==> src/rtl/dsp_ctrl_decode.sv <==
// Issue-side decoder producing the registered DSP48E1 control bundle
// (OPMODE/ALUMODE/CE*) for EXE2, including the multi-beat MACN sequencer.
module dsp_ctrl_decode #(
    parameter int unsigned OPC_W = 5,
    parameter int unsigned CNT_W = 4
) (
    input  logic             CLK,
    input  logic             RESET_N,
    input  logic             INSTR_VALID,
    output logic             INSTR_READY,
    input  logic [OPC_W-1:0] INSTR_OPC,
    input  logic [CNT_W-1:0] INSTR_CNT,
    input  logic             STALL,
    output logic [6:0]       OPMODE,
    output logic [3:0]       ALUMODE,
    output logic             CEA2,
    output logic             CEB2,
    output logic             CEC,
    output logic             CEM,
    output logic             OUT_VALID,
    output logic             ILLEGAL,
    output logic             BUSY
);

    typedef enum logic {
        S_IDLE,
        S_SEQ
    } state_e;

    typedef enum logic [OPC_W-1:0] {
        OP_NOP  = OPC_W'(0),
        OP_ADD  = OPC_W'(1),
        OP_SUB  = OPC_W'(2),
        OP_MUL  = OPC_W'(3),
        OP_MAC  = OPC_W'(4),
        OP_MACN = OPC_W'(5)
    } opc_e;

    state_e           state_q, state_d;
    logic [CNT_W-1:0] rem_q, rem_d;
    logic [6:0]       opmode_q, opmode_d;
    logic [3:0]       alumode_q, alumode_d;
    logic [3:0]       ce_q, ce_d;
    logic             valid_q, valid_d;
    logic             illegal_q, illegal_d;

    always_ff @(posedge CLK or negedge RESET_N) begin
        if (!RESET_N) begin
            state_q   <= S_IDLE;
            rem_q     <= '0;
            opmode_q  <= '0;
            alumode_q <= '0;
            ce_q      <= '0;
            valid_q   <= 1'b0;
            illegal_q <= 1'b0;
        end else begin
            state_q   <= state_d;
            rem_q     <= rem_d;
            opmode_q  <= opmode_d;
            alumode_q <= alumode_d;
            ce_q      <= ce_d;
            valid_q   <= valid_d;
            illegal_q <= illegal_d;
        end
    end

    // Everything holds under STALL; only the ILLEGAL pulse is cleared.
    always_comb begin
        state_d   = state_q;
        rem_d     = rem_q;
        opmode_d  = opmode_q;
        alumode_d = alumode_q;
        ce_d      = ce_q;
        valid_d   = valid_q;
        illegal_d = 1'b0;
        if (!STALL) begin
            case (state_q)
                S_IDLE: begin
                    opmode_d  = '0;
                    alumode_d = '0;
                    ce_d      = '0;
                    valid_d   = 1'b0;
                    if (INSTR_VALID) begin
                        case (INSTR_OPC)
                            OP_NOP: ;
                            OP_ADD: begin
                                opmode_d = 7'h33;
                                ce_d     = 4'b1110;
                                valid_d  = 1'b1;
                            end
                            OP_SUB: begin
                                opmode_d  = 7'h33;
                                alumode_d = 4'b0011;
                                ce_d      = 4'b1110;
                                valid_d   = 1'b1;
                            end
                            OP_MUL: begin
                                opmode_d = 7'h05;
                                ce_d     = 4'b1101;
                                valid_d  = 1'b1;
                            end
                            OP_MAC: begin
                                opmode_d = 7'h25;
                                ce_d     = 4'b1101;
                                valid_d  = 1'b1;
                            end
                            OP_MACN: begin
                                opmode_d = 7'h05;
                                ce_d     = 4'b1101;
                                valid_d  = 1'b1;
                                // N of 0 or 1 is a plain single-beat multiply.
                                if (INSTR_CNT > CNT_W'(1)) begin
                                    rem_d   = INSTR_CNT - CNT_W'(1);
                                    state_d = S_SEQ;
                                end
                            end
                            default: illegal_d = 1'b1;
                        endcase
                    end
                end
                S_SEQ: begin
                    opmode_d  = 7'h25;
                    alumode_d = '0;
                    ce_d      = 4'b1101;
                    valid_d   = 1'b1;
                    rem_d     = rem_q - CNT_W'(1);
                    if (rem_q == CNT_W'(1)) begin
                        state_d = S_IDLE;
                    end
                end
                default: state_d = S_IDLE;
            endcase
        end
    end

    assign INSTR_READY              = (state_q == S_IDLE) && !STALL;
    assign OPMODE                   = opmode_q;
    assign ALUMODE                  = alumode_q;
    assign {CEA2, CEB2, CEC, CEM}   = ce_q;
    assign OUT_VALID                = valid_q;
    assign ILLEGAL                  = illegal_q;
    assign BUSY                     = (state_q == S_SEQ);

endmodule

==> config.mk <==
export PLATFORM = sky130hd
export DESIGN_NAME = dsp_ctrl_decode
export DESIGN_NICKNAME = d
export VERILOG_FILES = /design/src/rtl/dsp_ctrl_decode.sv
export SDC_FILE = /design/constraint.sdc
export NUM_CORES = 1
export LEC_CHECK = 0
export ABC_AREA = 1
export CAP_MARGIN = 40
export CORE_MARGIN = 10
export CORE_UTILIZATION = 41
export CTS_CLUSTER_SIZE = 24
export DETAILED_ROUTE_END_ITERATION = 12
export PLACE_DENSITY = 0.84
export SETUP_SLACK_MARGIN = 0.02
export SYNTH_ARGS = -nofsm -noshare
export SYNTH_HDL_FRONTEND = slang
export SYNTH_SLANG_ARGS = --single-unit
export TNS_END_PERCENT = 50
==> constraint.sdc <==
create_clock -name CLK -period 1.1 [get_ports CLK]
set_clock_uncertainty 0.15 [all_clocks]
set_input_delay 0.165 -clock CLK [delete_from_list [all_inputs] [get_ports CLK]]
set_output_delay 0.165 -clock CLK [all_outputs]
set_load 0.05 [all_outputs]
==> results of run 1 <==
power breakdown:
group	internal, mW	switching (mW)	leakage (nW)
Clock	0.135	0.196	0.0177
Combinational	1.03	1.15	0.668
Sequential	0.717	0.189	0.187
Total	1.88	1.53	0.872
cells in the final DEF (no fill, tap or decap), types with 6 or more instances in the layout:
master / synthesis / layout
buf_12: 0 / 16
buf_4: 7 / 17
dfrtp_1: 15 / 10
dlygate4sd2_1: 0 / 6
inv_1: 10 / 8
inv_2: 5 / 6
nand2_1: 35 / 29
nand2_2: 4 / 9
nand3_1: 13 / 9
nor2_1: 8 / 6
worst paths after layout:
check,startpoint,endpoint,slack (ns),cells past startpoint
max,BUSY,INSTR_READY,-0.27,2
min,RESET_N,BUSY,0.05,2
max reg2reg,BUSY,ce_q[0],-0.20,6
min reg2reg,rem_q[3],rem_q[3],0.38,2
max in group asynchronous,RESET_N,OPMODE[4],0.62,2
min in group CLK,INSTR_CNT[0],rem_q[0],0.08,4
worst max-delay path, stage by stage (launching register included):
cell and delay [ns]:
dfrtp_2 0.46, nor2_4 0.14, buf_12 0.15
cell families (layout without fill, tap and decap cells):
kind of cell	count (synthesis)	in the layout
and+or+nand+nor	68	68
buffers and inverters	25	68
AOI/OAI and AO/OA	11	11
adders and majority gates	4	4
DFF	15	15
muxes	1	1
other	1	4
xor gates and xnor gates	2	2
flip-flops by register name, indices dropped and copies added (netlist names):
name       count
ALUMODE        1
rem_q          4
ILLEGAL        1
BUSY           1
OUT_VALID      1
OPMODE         4
ce_q           3
area by class of cell:
| type | instances | area, um2 | area share, % |
|---|---|---|---|
| clock buffers | 3 | 22.5 | 1.30 |
| well taps | 28 | 35.0 | 2.03 |
| repair buffers | 48 | 594 | 34.4 |
| clock inverters | 1 | 5.00 | 0.290 |
| flip-flops and latches | 15 | 382 | 22.1 |
| inverters | 16 | 67.6 | 3.91 |
| multi-input cells | 90 | 621 | 35.9 |
routing by layer:
layer / share of wire [%] / vias up
li1: - / 484
met1: 37 / 462
met2: 54 / 31
met3: 6.6 / 7
met4: 2.4 / 0
met5: 0 / -
metrics by stage:
stage / util (%) / TNS, ns / worst slack [ns] / cell area, um2
floorplan: - / -4.29 / -0.467 / 1020
global placement: 67.5 / -7.01 / -0.648 / 1540
detailed placement: 67.5 / -7.45 / -0.688 / 1540
CTS: 70.4 / -3.43 / -0.275 / 1600
global route: 75.9 / -5.07 / -0.289 / 1730
finish: 75.9 / -3.98 / -0.266 / 1730
repair_timing:
action	CTS	global route
buffers inserted	3	3
endpoints found under the setup margin	29	30
pin swaps	7	11
resized for setup	19	28
hold buffers	0	0
==> qor.txt, run 1 <==
outcome - finished, violations left
failing checks - setup timing
First-pass DRT Iterations - 4
worst skew pair latency - 0.29 ns
Reg clk slew, reported paths - 0.10 ns
Total GRT Usage - 10.7%
GR Overflow Total - 0
ant diodes - 0
Leakage - 0.872 nW
Final Setup Violations - 30
Worst VDD drop - 0.00124 V
drt total wl - 2940 um
busiest grt layer - met2
ANT nets after route - 0
CTS Sinks - 15
Post-Layout Cell Count - 201
antenna violations before repair - 0
Die Span X - 69.5 um
drc violations - 0
fin crit period - 1.37 ns
Mapped Avg Cell Area - 7.91 um2
main combinational cell family by area after synthesis - simple AND/OR/NAND/NOR gates
die height - 69.5 um
io pins - 32
most numerous cell in the Yosys netlist - nand2_1
RePlAce Congestion - 0.835
Core Region - 2280 um2
first-pass GRT wire length - 4450 um
top cells by area, synth - dfrtp_1 (37%), nand2_1 (13%), nand3_1 (6.5%)
max-slew violations - 0
met2 Usage GRT - 20.1%
asr flop ratio synth - 100%
Compound-Gate Fraction of Synth Area - 7.85%
total CTS buffers - 3
post-synthesis xor/xnor area fraction - 1.74%
pwr/cell area - 1980 nW/um2
Worst Hold Class - in -> async
layout cell share with drive strength beyond 1 - 51.4%
sequential area share after synthesis - 37.4%
Post-Synth Adder-Cell Area - 4.98%
Most used DFF post-synth - dfrtp_1
Cell variety after synth - 27
crit path max fanout - 3
Initial Util - 44.1%
Total Power - 3.42 mW
Synth Warn # - 0
top cell types by occurrence after synthesis - nand2_1 (35), dfrtp_1 (15), nand3_1 (13)
worst path required time - 0.78 ns
Global Route met3 Usage - 4.14%
Post-Synth Simple-Gate Area - 34.2%
Crit Path Class - reg -> out
CP startpoint kind - flop
met1 Use GR - 10.4%
via density per instance - 4.90
H-tree Lvls - 1
Die ar. - 4830 um2
Mapped Area - 1000 um2
flops & latches, synth - 15
vias in the first global route - 1001
TritonCTS clock tree - yes
wire per inst - 14.6 um
Area growth syn-to-layout - 71.9%
top cell type by total area after synthesis - dfrtp_1
Final WS setup - -0.266 ns
cells after synthesis - 127
Port-buffer cells - 27
fmax - 732 MHz
mux share of post-synthesis cell area - 0.996%
max cap viols - 0
Max clock buf depth - 2
WP data arrival - 1.05 ns
Rows - 17
Hold Fails Final Rpt - 0
DR iter-0 viols - 45
Placed Cells - 191
pin count of the biggest net entering global routing - 16
WHS - 0.0467 ns
top-area cell type share of the netlist area - 37.4%
Fill cells - 153
number of nets in the final layout - 191
clk root buf - clkbuf_4
Post-synth EDFFs - 0
crit end category - output port
fin crit share - 124%
Post-DP HPWL - 2100 um
Vias - 984
RSZ-0062 raised after global routing - yes
No activity file was read; power rests on OpenSTA's default activity.
==> inputs of run 2 (changes only) <==
ABC_AREA = not set   (was 1)
CTS_CLUSTER_DIAMETER = 80   (was not set)
SLEW_MARGIN = 20   (was not set)
==> run 2 against run 1 <==
The flow still finishes with violations (setup timing). Clock power shrank 4%. Critical path depth up 2. Die area decreased by 1.8%. Register-to-register slack worse by 0.13 ns. Flip-flop and latch count did not move. Power is 6.8% lower. Utilization grew 4.0 points. Design area is 4.3% higher. Global-route usage increased by 4.3 points. Synthesized cell count fell by 17%. Critical endpoint is now rem_q[3]. Largest cell class is now buffers.
==> qor.txt, run 2 <==
outcome - finished, violations left (unchanged)
failing checks - setup timing (unchanged)
Post-DP HPWL - 2360 um (was 2100 um)
Area growth syn-to-layout - 83.9% (was 71.9%)
Reg clk slew, reported paths - 0.09 ns (was 0.10 ns)
number of nets in the final layout - 174 (was 191)
Total GRT Usage - 15.0% (was 10.7%)
Fill cells - 132 (was 153)
Vias - 975 (was 984)
post-synthesis xor/xnor area fraction - 3.58% (was 1.74%)
max cap viols - 0 (unchanged)
worst path required time - 1.12 ns (was 0.78 ns)
Core Region - 2250 um2 (was 2280 um2)
ant diodes - 0 (unchanged)
Area after DPL - 1540 um2 (unchanged)
top cells by area, synth - dfrtp_1 (38%), buf_4 (5.4%), a21oi_1 (5.1%) (was dfrtp_1 (37%), nand2_1 (13%), nand3_1 (6.5%))
sequential power share - 28.5% (was 26.5%)
Post-Layout Cell Count - 184 (was 201)
worst skew pair latency - 0.28 ns (was 0.29 ns)
cells on worst reg2reg path - 4 (was 6)
DR iter-0 viols - 28 (was 45)
fin crit period - 1.43 ns (was 1.37 ns)
RePlAce Congestion - 0.838 (was 0.835)
CP startpoint kind - flop (unchanged)
RSZ-0062 raised after global routing - yes (unchanged)
vias in the first global route - 1036 (was 1001)
total CTS buffers - 3 (unchanged)
top cell types by occurrence after synthesis - dfrtp_1 (15), inv_1 (11), a21oi_1 (10) (was nand2_1 (35), dfrtp_1 (15), nand3_1 (13))
crit end category - flop (was output port)
pwr/cell area - 1770 nW/um2 (was 1980 nW/um2)
layout cell share with drive strength beyond 1 - 53.8% (was 51.4%)
GR Overflow Total - 0 (unchanged)
Die Span X - 68.9 um (was 69.5 um)
first-pass GRT wire length - 5240 um (was 4450 um)
most common cell after layout, fill and taps aside - buf_4 (was nand2_1)
Cell variety after synth - 36 (was 27)
Post-synth EDFFs - 0 (unchanged)
sequential area share after synthesis - 38.3% (was 37.4%)
Worst VDD drop - 0.00119 V (was 0.00124 V)
commonest non-fill, non-tap cells in the layout - buf_4 (19), buf_12 (16), dfrtp_1 (11) (was nand2_1 (29), buf_4 (17), buf_12 (16))
NetSw - 1.36 mW (was 1.53 mW)
Placed Cells - 171 (was 191)
top-area cell type share of the netlist area - 38.3% (was 37.4%)
Initial Util - 43.5% (was 44.1%)
wire per inst - 18.2 um (was 14.6 um)
internal power - 1.82 mW (was 1.88 mW)
pin count of the biggest net entering global routing - 16 (unchanged)
max-slew violations - 0 (unchanged)
drc violations - 0 (unchanged)
Final WS setup - -0.330 ns (was -0.266 ns)
final instance area - 1800 um2 (was 1730 um2)
main combinational cell family by area after synthesis - compound AO/OA/AOI/OAI gates (was simple AND/OR/NAND/NOR gates)
Final Setup Violations - 30 (unchanged)
proportion of power drawn by combinational gates - 61.5% (was 63.8%)
TritonCTS clock tree - yes (unchanged)
H-tree Lvls - 1 (unchanged)
Net Sw Frac - 42.8% (was 44.9%)
multi-input logic area - 651 um2 (was 621 um2)
First-pass DRT Iterations - 4 (unchanged)
asr flop ratio synth - 100% (unchanged)
flop2flop setup slack - -0.33 ns (was -0.20 ns)
clock power share - 10.0% (was 9.7%)
Rows - 17 (unchanged)
drt total wl - 3350 um (was 2940 um)
Port-buffer cells - 27 (unchanged)
Compound-Gate Fraction of Synth Area - 19.4% (was 7.85%)
Die ar. - 4740 um2 (was 4830 um2)
clk root buf - clkbuf_4 (unchanged)
antenna violations before repair - 0 (unchanged)
mux share of post-synthesis cell area - 2.04% (was 0.996%)
final core occ - 79.9% (was 75.9%)
Post-Synth Simple-Gate Area - 18.1% (was 34.2%)
Post-Synth Adder-Cell Area - 5.11% (was 4.98%)
CTS Sinks - 15 (unchanged)
FF+latch area - 380 um2 (was 382 um2)
Synth Warn # - 0 (unchanged)
Most used DFF post-synth - dfrtp_1 (unchanged)
via density per instance - 5.30 (was 4.90)
Crit Path Class - reg -> reg (was reg -> out)
Hold Fails Final Rpt - 0 (unchanged)
flops & latches, synth - 15 (unchanged)
Max clock buf depth - 2 (unchanged)
fmax - 699 MHz (was 732 MHz)
Worst R2R Start - BUSY (unchanged)
top cell type by total area after synthesis - dfrtp_1 (unchanged)
io pins - 32 (unchanged)
Mapped Area - 980 um2 (was 1000 um2)
cells after synthesis - 105 (was 127)
reg2reg end - rem_q[3] (was ce_q[0])
ANT nets after route - 0 (unchanged)
most numerous cell in the Yosys netlist - dfrtp_1 (was nand2_1)
crit path max fanout - 3 (unchanged)
Worst Hold Class - in -> async (unchanged)
Mapped Avg Cell Area - 9.33 um2 (was 7.91 um2)
Leakage - 0.827 nW (was 0.872 nW)
fin crit share - 130% (was 124%)
WP data arrival - 1.45 ns (was 1.05 ns)
die height - 68.9 um (was 69.5 um)
run 2: critical path: stages, from the launching register on:
cell and delay (ns):
dfrtp_2 0.43, nor2_4 0.13, nand2_4 0.08, or3_4 0.38, o311a_1 0.15
run 2: layout make-up:
| type | instances | share of cell area (%) |
|---|---|---|
| repair buffers | 57 | 37.1 |
| multi-input cells | 69 | 36.1 |
| flip-flops and latches | 15 | 21.1 |
| inverters | 11 | 2.29 |
| well taps | 28 | 1.94 |
| clock buffers | 4 | 1.46 |
run 2: timing repair:
| action | 4_1_cts | 5_1_grt |
|---|---|---|
| pin swaps | 14 | 8 |
| gates resized for setup | 50 | 19 |
| buffers inserted | 5 | 3 |
| cloned | 0 | 0 |
| endpoints found under the hold margin | 0 | 1 |
| hold buffers | 0 | 1 |
| setup endpoints to repair | 30 | 30 |
run 2: cells by family after synthesis:
family / count (synthesis)
xor gates and xnor gates: 4
DFF: 15
adders and majority gates: 4
muxes: 2
AOI/OAI and AO/OA: 27
buffers and inverters: 24
other: 1
and+or+nand+nor: 28
run 2: metal layers:
layer,share of wire [%],GRT usage [%]
met2,55,29.5
met4,3.1,8.13
met3,4.9,1.61
met1,37,14.8
met5,0,0
run 2: per-stage QoR:
stage / total power [mW] / setup WS (ns) / hold slack, ns / setup TNS (ns)
2_1_floorplan: 1.67 / -0.582 / -0.281 / -4.93
3_3_place_gp: 2.39 / -0.811 / 0.363 / -9.21
3_5_place_dp: 2.46 / -0.934 / 0.362 / -10.06
4_1_cts: 2.97 / -0.294 / 0.0467 / -4.22
5_1_grt: 3.36 / -0.408 / 0.0506 / -6.02
6_report: 3.19 / -0.330 / 0.0535 / -4.67
run 2: how the worst max path moves through the flow:
stage,slack [ns],to,start
final,-0.33,rem_q[3],BUSY
after CTS,-0.29,BUSY,BUSY
after detailed placement,-0.93,rem_q[3],INSTR_CNT[0]
after global routing,-0.41,rem_q[1],rem_q[0]
after global placement,-0.81,rem_q[2],INSTR_CNT[0]
after floorplan,-0.58,rem_q[2],BUSY
run 2: power by group through the flow:
stage                     Combinational, mW  Sequential [mW]  Clock, mW
after floorplan                       0.567             1.10          0
after global placement                 1.53            0.858          0
after detailed placement               1.58            0.877          0
after CTS                              1.77            0.871      0.327
after global routing                   2.07            0.928      0.361
final                                  1.96            0.907      0.319
